### config.mk
export PLATFORM = sky130hd
export DESIGN_NAME = uart_tx_engine
export DESIGN_NICKNAME = d
export VERILOG_FILES = /design/src/rtl/uart_tx_engine.sv
export SDC_FILE = /design/constraint.sdc
export NUM_CORES = 1
export LEC_CHECK = 0
export ABC_AREA = 1
export CORE_MARGIN = 3
export CORE_UTILIZATION = 60
export DETAILED_ROUTE_END_ITERATION = 10
export PLACE_DENSITY_LB_ADDON = 0.12
export SLEW_MARGIN = 20
export SYNTH_ARGS = -nofsm -noshare
export SYNTH_HDL_FRONTEND = slang
export SYNTH_SLANG_ARGS = --single-unit
### constraint.sdc
create_clock -name clk -period 2.3 [get_ports clk]
set_input_delay 0.575 -clock clk [delete_from_list [all_inputs] [get_ports clk]]
set_output_delay 0.575 -clock clk [all_outputs]
set_load 0.1 [all_outputs]
### src/rtl/uart_tx_engine.sv
// uart_tx_engine: serialises one byte per valid/ready handshake into an
// asynchronous UART frame (start, 8 data bits LSB first, optional parity, stop)
// and pulses tx_done for one cycle when the stop bit finishes.
module uart_tx_engine #(
   parameter int CLKS_PER_BIT = 868,
   parameter int PARITY       = 0
) (
   input  logic       clk,
   input  logic       rst_n,
   input  logic [7:0] tx_data,
   input  logic       tx_valid,
   output logic       tx_ready,
   output logic       tx,
   output logic       tx_done
);

   localparam int               CNT_W   = $clog2(CLKS_PER_BIT);
   localparam logic [CNT_W-1:0] CNT_MAX = CNT_W'(CLKS_PER_BIT - 1);
   // Any PARITY value other than 1 or 2 means no parity bit is sent.
   localparam bit               PAR_EN  = (PARITY == 1) || (PARITY == 2);
   localparam bit               PAR_ODD = (PARITY == 2);

   typedef enum logic [2:0] {
      IDLE,
      START,
      DATA,
      PARITY_BIT,
      STOP
   } state_t;

   state_t           state, state_n;
   logic [CNT_W-1:0] baud_cnt, baud_cnt_n;
   logic [2:0]       bit_idx, bit_idx_n;
   logic [7:0]       shreg, shreg_n;
   logic             par_bit, par_bit_n;
   logic             tx_n, tx_ready_n, tx_done_n;
   logic             bit_end;

   assign bit_end = (baud_cnt == CNT_MAX);

   // Next-state and next-output logic; tx/tx_ready/tx_done are computed one
   // cycle ahead so the registered outputs change on the same edge as the state.
   always_comb begin
      state_n    = state;
      baud_cnt_n = baud_cnt;
      bit_idx_n  = bit_idx;
      shreg_n    = shreg;
      par_bit_n  = par_bit;
      tx_n       = tx;
      tx_ready_n = tx_ready;
      tx_done_n  = 1'b0;

      case (state)
         IDLE: begin
            baud_cnt_n = '0;
            if (tx_valid && tx_ready) begin
               shreg_n    = tx_data;
               par_bit_n  = (^tx_data) ^ PAR_ODD;
               bit_idx_n  = '0;
               state_n    = START;
               tx_n       = 1'b0;
               tx_ready_n = 1'b0;
            end
         end

         START: begin
            if (bit_end) begin
               baud_cnt_n = '0;
               bit_idx_n  = '0;
               state_n    = DATA;
               tx_n       = shreg[0];
               shreg_n    = {1'b0, shreg[7:1]};
            end else begin
               baud_cnt_n = baud_cnt + CNT_W'(1);
            end
         end

         DATA: begin
            if (bit_end) begin
               baud_cnt_n = '0;
               if (bit_idx == 3'd7) begin
                  if (PAR_EN) begin
                     state_n = PARITY_BIT;
                     tx_n    = par_bit;
                  end else begin
                     state_n = STOP;
                     tx_n    = 1'b1;
                  end
               end else begin
                  bit_idx_n = bit_idx + 3'd1;
                  tx_n      = shreg[0];
                  shreg_n   = {1'b0, shreg[7:1]};
               end
            end else begin
               baud_cnt_n = baud_cnt + CNT_W'(1);
            end
         end

         PARITY_BIT: begin
            if (bit_end) begin
               baud_cnt_n = '0;
               state_n    = STOP;
               tx_n       = 1'b1;
            end else begin
               baud_cnt_n = baud_cnt + CNT_W'(1);
            end
         end

         STOP: begin
            if (bit_end) begin
               baud_cnt_n = '0;
               state_n    = IDLE;
               tx_n       = 1'b1;
               tx_ready_n = 1'b1;
               tx_done_n  = 1'b1;
            end else begin
               baud_cnt_n = baud_cnt + CNT_W'(1);
            end
         end

         default: begin
            baud_cnt_n = '0;
            state_n    = IDLE;
            tx_n       = 1'b1;
            tx_ready_n = 1'b1;
         end
      endcase
   end

   // State, datapath and output registers with asynchronous active-low reset.
   always_ff @(posedge clk or negedge rst_n) begin
      if (!rst_n) begin
         state    <= IDLE;
         baud_cnt <= '0;
         bit_idx  <= '0;
         shreg    <= '0;
         par_bit  <= 1'b0;
         tx       <= 1'b1;
         tx_ready <= 1'b1;
         tx_done  <= 1'b0;
      end else begin
         state    <= state_n;
         baud_cnt <= baud_cnt_n;
         bit_idx  <= bit_idx_n;
         shreg    <= shreg_n;
         par_bit  <= par_bit_n;
         tx       <= tx_n;
         tx_ready <= tx_ready_n;
         tx_done  <= tx_done_n;
      end
   end

endmodule

==> flow_metrics.py, run 1 <==
metrics = {
    "worst_setup_path": {
        "worstSetupEndpointType": "flip-flop",
        "cp_data_required_time_ps": 2510,
        "worstPathBufferInverterCount": 0,
        "worst_path_largest_cell_delay_ps": 430,
        "start_kind": "flip-flop",
        "worstRegToRegCells": 8,
        "r2r_slack_ps": 380,
        "worst-path-stages": 8,
        "worst-setup-path-type": "flip-flop to flip-flop",
        "r2r_end": "state[0]",
        "critical_path_cell_sequence": "ha_1, nand2_1, nor2_1, nand4_1, nand2_1, nand3_1, nand2_1, nand2_1",
        "critical_path.slowest_cell": "sky130_fd_sc_hd__nand2_1",
        "r2r-start": "baud_cnt[0]",
        "endpoint_arrival_time_on_the_critical_path_ps": 2130,
        "worst-path-max-fanout": 11,
        "path_delay_family": "simple AND/OR/NAND/NOR gates",
        "crit_top_cell": "sky130_fd_sc_hd__nand2_1",
    },
    "drt": {
        "ant_nets": 0,
        "via_per_inst": 5.46,
        "drt_iter0_drc": 49,
        "wirelength_um": 2890,
        "met3_wirelength_um": 112,
        "routed.top_layer": "met4",
        "route.met2.wl_um": 1470,
        "drt-pass1-iter-count": 4,
        "detail_route.wirelength.met1_um": 1270,
        "post-route-drc-count": 0,
        "wl_per_cell_um": 12.2,
        "via_count": 1294,
    },
    "place": {
        "port_buffers": 13,
        "detailed_place.area_mm2": 0.00163,
        "dp_hpwl_um": 2100,
        "routabilityCongestion": 0.831,
    },
    "final_layout": {
        "synthesis_to_layout_area_growth_pct": 10.3,
        "final_net_count": 224,
        "drive_gt1_share_pct": 10.5,
        "finalInstanceArea_mm2": 0.00165,
        "layout.cells.most_common_list": "sky130_fd_sc_hd__nand2_1 (69), sky130_fd_sc_hd__dfrtp_1 (25), sky130_fd_sc_hd__inv_1 (20), sky130_fd_sc_hd__nor2_1 (20), sky130_fd_sc_hd__nand4_1 (17)",
        "insertedDiodeCount": 0,
        "n_fill_cell": 194,
        "final_common_cell": "sky130_fd_sc_hd__nand2_1",
    },
    "clock_tree": {
        "tritoncts": "yes",
        "clk_sink_count": 27,
        "cts_htree_levels": 1,
        "cts.root.buffer_cell": "sky130_fd_sc_hd__clkbuf_4",
        "cts_setup_buffers": 0,
        "cts_buffer_depth": 2,
        "cts_made_buffers": 3,
        "cts_hold_buf": 0,
        "cts.clk_slew.worst_paths_ps": 140,
        "clock_latency_ps": 310,
        "post_cts_resized": 0,
    },
    "run_status": {
        "run_status": "finished, final reports clean",
    },
    "sta": {
        "hold_viol_final": 0,
        "tns_ps": 0,
        "final-max-slew-violation-count": 0,
        "final.min_clock_period_ps": 1920,
        "worstMarginPinSlew_ps": 475,
        "setup-violations-final": 0,
        "min_period_over_period_pct": 83.4,
        "slew_headroom_pct": 68.0,
        "grt_setup_unrepaired": "false",
        "clock-skew-final_ps": 2.36,
        "max_freq_ghz": 0.522,
    },
    "power": {
        "powerDensity_mw_per_mm2": 430,
        "vdd_drop_max_uv": 293,
        "cellLeakagePower_nw": 0.905,
    },
    "synth": {
        "post_synth.cell_area_avg_um2": 7.68,
        "syn-cell-area_mm2": 0.00150,
        "synth-seq-area-share_pct": 45.3,
        "netlist_top_cells_area": "sky130_fd_sc_hd__dfrtp_1 (42%), sky130_fd_sc_hd__nand2_1 (17%), sky130_fd_sc_hd__nand4_1 (7.1%)",
        "netlist-cell-type-count": 23,
        "netlist_instances": 195,
        "synth_top_area_share_pct": 41.8,
        "synthesis.nets": 209,
        "synth_top_area_cell": "sky130_fd_sc_hd__dfrtp_1",
        "synthesis.yosys.warnings": 0,
        "synthesis_stage_register_bit_count": 27,
    },
    "hold_path": {
        "worst_hold_path_type": "flip-flop to flip-flop",
        "worst_hold_path.num_cells": 2,
        "start_point_of_the_worst_min_delay_path": "tx",
        "min_delay_worst_endpoint": "tx",
    },
    "grt": {
        "antenna_violations_before_repair": 0,
        "pin_count_of_the_biggest_net_entering_global_routing": 28,
        "grt_use_total_pct": 19.8,
        "via_count_of_the_first_global_routing_pass": 1274,
        "globalRoute.totalOverflow": 0,
        "global_route_wire_length_before_repair_um": 5190,
    },
    "run": {
        "max_cap_viol_count": 0,
    },
    "floorplanning": {
        "floorplan.die.height_um": 56.0,
        "dieWidth_um": 56.0,
        "floorplan_core_area_mm2": 0.00230,
        "floorplan.initialDensity_pct": 65.2,
        "ios": 14,
        "die-area_mm2": 0.00313,
        "std_cell_rows": 17,
    },
}
[state kept, by name, indices dropped and copies added, names as in the netlist]
name and flops:
baud_cnt 10, shreg 8, bit_idx 3, state 3, tx 1, tx_done 1, tx_ready 1
[report_power, final]
group          total (mW)  internal, mW  switching (mW)
combinational      0.0350        0.0200          0.0150
clock               0.200        0.0676           0.132
sequential          0.475         0.475               0
[worst min-delay path: cells and delay by family (launching register included)]
kind / cells / cell delay, ps
DFF: 1 / 390
and+or+nand+nor: 2 / 100
[final cells by class]
cell class	count	area (µm²)	area share, %
Multi-Input combinational cell	139	681	41.2
Sequential cell	27	678	41.1
Timing Repair Buffer	16	145	8.79
Inverter	23	86.3	5.23
Tap cell	28	35.0	2.12
Clock buffer	4	26.3	1.59
[logic make-up after synthesis]
group	share of synthesized area, %
compound gates	2.09
flops	45.3
fa+ha+maj	2.51
buf+inv	9.27
simple gates	39.7
xor+xnor	1.17
[metal layers]
metal / global-route usage [%] / up-vias
li1: - / 652
met1: 25.2 / 608
met2: 35.1 / 30
met3: 2.55 / 4
met4: 5.76 / 0
met5: 0 / -
[synth_stat cells, drive strengths merged]
master  count
nand2      72
dfrtp      25
inv        23
nor2       20
nand3      17
nand4      17
buf         5
a21oi       3
ha          3
nor3        3
dfstp       2
clkbuf      1
nor3b       1
o21ai       1
xnor2       1
xor2        1
[how the worst max path moves through the flow]
stage	start	to
2_1_floorplan	tx_ready	shreg[7]
3_3_place_gp	baud_cnt[0]	shreg[6]
3_5_place_dp	baud_cnt[0]	state[0]
4_1_cts	baud_cnt[0]	state[0]
5_1_grt	baud_cnt[0]	state[0]
6_report	baud_cnt[0]	state[0]
[metrics by stage]
step                      utilization, %  setup WS (ps)  hold slack (ps)  instances  total power, mW
after CTS                           71.9            369              486        237            0.721
final                               71.9            383              482        237            0.710
after detailed placement            70.8            396              465        233            0.519
after floorplan                        -            655              279        195            0.491
after global placement              70.8            526              454        233            0.519
after global routing                71.9            165              502        237            0.743
Note: power is estimated with default switching activity, not from simulation.
==> run 2, diff against run 1 <==
Settings changed: CORE_UTILIZATION 60 to 56.
Clock period 2.3 ns to 1.8 ns, I/O delays scaled along.
==> run 2 against run 1 <==
Clock-buffer cell count shrank 1; critical path type unchanged; power grew 29%; sequential power rose by 28%; design area is 4.5% higher; global-route usage fell by 0.88 points; largest power group unchanged; highest routed layer unchanged; sequential share of layout area down 1.8 points; die area is 6.4% higher; flip-flop and latch count did not move; core utilization decreased by 2.9 points; clock skew increased by 1.7 ps.
==> flow_metrics.py, run 2 (synthesis gave the netlist of run 1 again) <==
metrics = {
    "worst_setup_path": {
        "endpoint_arrival_time_on_the_critical_path_ps": 1890,
        "worstSetupEndpointType": "flip-flop",
        "start_kind": "flip-flop",
        "cp-startpoint": "baud_cnt[0]",
        "r2r-start": "baud_cnt[0]",
        "worst-setup-path-type": "flip-flop to flip-flop",
        "cp_data_required_time_ps": 2030,
        "worst-path-max-fanout": 11,
    },
    "clock_tree": {
        "cts_made_buffers": 3,
        "tritoncts": "yes",
        "cts_hold_buf": 0,
        "clk_sink_count": 27,
        "cts_htree_levels": 1,
        "cts.root.buffer_cell": "sky130_fd_sc_hd__clkbuf_4",
        "cts.clk_slew.worst_paths_ps": 150,
        "clock_latency_ps": 320,
        "cts_buffer_depth": 2,
    },
    "run_status": {
        "run_status": "finished, final reports clean",
    },
    "power": {
        "powerDensity_mw_per_mm2": 529,
        "power_switching_uw": 197,
        "power_report.internal_total_uw": 716,
        "vdd_drop_max_uv": 398,
        "post_layout_power_uw": 913,
        "combinationalPowerShare_pct": 4.8,
        "power.sequential.fraction_pct": 66.5,
        "cellLeakagePower_nw": 0.938,
        "sw_frac_of_total_pct": 21.6,
        "power.share.clock_pct": 28.7,
    },
    "final_layout": {
        "final_net_count": 228,
        "register_with_the_most_flip_flops": "baud_cnt",
        "synthesis_to_layout_area_growth_pct": 15.2,
        "n_fill_cell": 209,
        "drive_gt1_share_pct": 13.1,
        "final_common_cell": "sky130_fd_sc_hd__nand2_1",
        "largest_registers": "baud_cnt x10, shreg x8",
        "finalInstanceArea_mm2": 0.00173,
        "insertedDiodeCount": 0,
        "layout.cells.non_filler": 243,
        "largest_register_ff_count": 10,
        "layout.cells.most_common_list": "sky130_fd_sc_hd__nand2_1 (68), sky130_fd_sc_hd__dfrtp_1 (25), sky130_fd_sc_hd__inv_1 (20), sky130_fd_sc_hd__nor2_1 (20), sky130_fd_sc_hd__nand4_1 (17)",
    },
    "grt": {
        "grt_use_total_pct": 19.0,
        "antenna_violations_before_repair": 0,
        "globalRoute.totalOverflow": 0,
        "top_usage_layer": "met2",
        "via_count_of_the_first_global_routing_pass": 1243,
        "use_met3_pct": 2.45,
        "gr-usage-met1_pct": 25.0,
        "met2_use_gr_pct": 32.1,
        "global_route_wire_length_before_repair_um": 5080,
        "pin_count_of_the_biggest_net_entering_global_routing": 28,
    },
    "sta": {
        "final.min_clock_period_ps": 1660,
        "grt_setup_unrepaired": "false",
        "clock-skew-final_ps": 4.09,
        "setup_slack_ps": 140,
        "final-max-slew-violation-count": 0,
        "hold_viol_final": 0,
        "slew_headroom_pct": 67.8,
        "setup-violations-final": 0,
        "max_freq_ghz": 0.603,
        "worstMarginPinSlew_ps": 477,
        "tns_ps": 0,
        "min_period_over_period_pct": 92.2,
    },
    "floorplanning": {
        "floorplan.die.height_um": 57.7,
        "floorplan_core_area_mm2": 0.00250,
        "dieWidth_um": 57.7,
        "ios": 14,
        "floorplan.initialDensity_pct": 59.9,
        "die-area_mm2": 0.00333,
        "std_cell_rows": 18,
    },
    "place": {
        "routabilityCongestion": 0.825,
        "placedCellCount": 239,
        "dp_hpwl_um": 2040,
        "detailed_place.area_mm2": 0.00170,
        "post-place-ws_ps": 103,
        "port_buffers": 13,
    },
    "run": {
        "max_cap_viol_count": 0,
    },
    "drt": {
        "wirelength_um": 2770,
        "drt-pass1-iter-count": 4,
        "drt_iter0_drc": 66,
        "post-route-drc-count": 0,
        "via_count": 1278,
        "ant_nets": 0,
        "wl_per_cell_um": 11.4,
        "via_per_inst": 5.26,
    },
    "hold_path": {
        "worst_hold_path_type": "primary input to asynchronous set/reset pin",
    },
}
## run 2: cell count changes in the layout (fill, tap and decap cells not counted)
cell | previous run | this run
sky130_fd_sc_hd__buf_12 | 0 | 3
sky130_fd_sc_hd__buf_4 | 6 | 7
sky130_fd_sc_hd__clkbuf_1 | 1 | 0
sky130_fd_sc_hd__clkinv_2 | 0 | 1
sky130_fd_sc_hd__nand2_1 | 69 | 68
sky130_fd_sc_hd__nand2_2 | 3 | 4
## run 2: power by group through the flow
stage / combinational [mW] / sequential [mW] / clock [mW]
after floorplan: 0.00952 / 0.618 / 0
after global placement: 0.0450 / 0.618 / 0
after detailed placement: 0.0452 / 0.618 / 0
after CTS: 0.0451 / 0.607 / 0.268
after global routing: 0.0496 / 0.607 / 0.297
final: 0.0440 / 0.607 / 0.262
## run 2: critical path: stages (launching register included)
cell and delay, ps:
sky130_fd_sc_hd__dfrtp_1 400, sky130_fd_sc_hd__ha_1 200, sky130_fd_sc_hd__nand2_1 60, sky130_fd_sc_hd__nor2_1 80
sky130_fd_sc_hd__nand4_1 260, sky130_fd_sc_hd__nand2_2 170, sky130_fd_sc_hd__nand3_2 210, sky130_fd_sc_hd__nand2_1 130
sky130_fd_sc_hd__nand2_1 60
## run 2: layout make-up
cell class / instances / area [µm²] / area share (%)
multi-input cells: 139 / 683 / 39.6
flip-flops and latches: 27 / 678 / 39.3
repair buffers: 20 / 213 / 12.3
inverters: 23 / 86.3 / 5.00
well taps: 30 / 37.5 / 2.18
clock buffers: 3 / 22.5 / 1.31
clock inverters: 1 / 5.00 / 0.290
## run 2: path summary, 6_finish.rpt
path,endpoint,slack (ps),depth (start not counted)
max,shreg[2],140,8
min,shreg[4],480,2
max reg2reg,shreg[2],140,8
min reg2reg,baud_cnt[0],480,1
max in group asynchronous,tx,1020,2
min in group clk,baud_cnt[0],480,1
## run 2: stage by stage
step	util, %	hold WS [ps]
after floorplan	-	154
after global placement	67.8	454
after detailed placement	67.8	456
after CTS	68.9	475
after global routing	69.0	477
final	69.0	477
## run 2: what timing repair did
action / CTS / global route
buffers inserted: 0 / 0
gates resized for setup: 0 / 1
setup endpoints to repair: 0 / 3
## run 2: metal layers
layer	vias up	routed length [µm]
met5	-	0
met4	0	29
met3	4	93
met2	19	1320
met1	598	1330
li1	657	-
==> run 3, diff against run 2 <==
Settings changed: GPL_ROUTABILITY_DRIVEN set to 0.
==> results of run 3 <==
The final DEF is identical to that of run 2; final timing and power are the same.
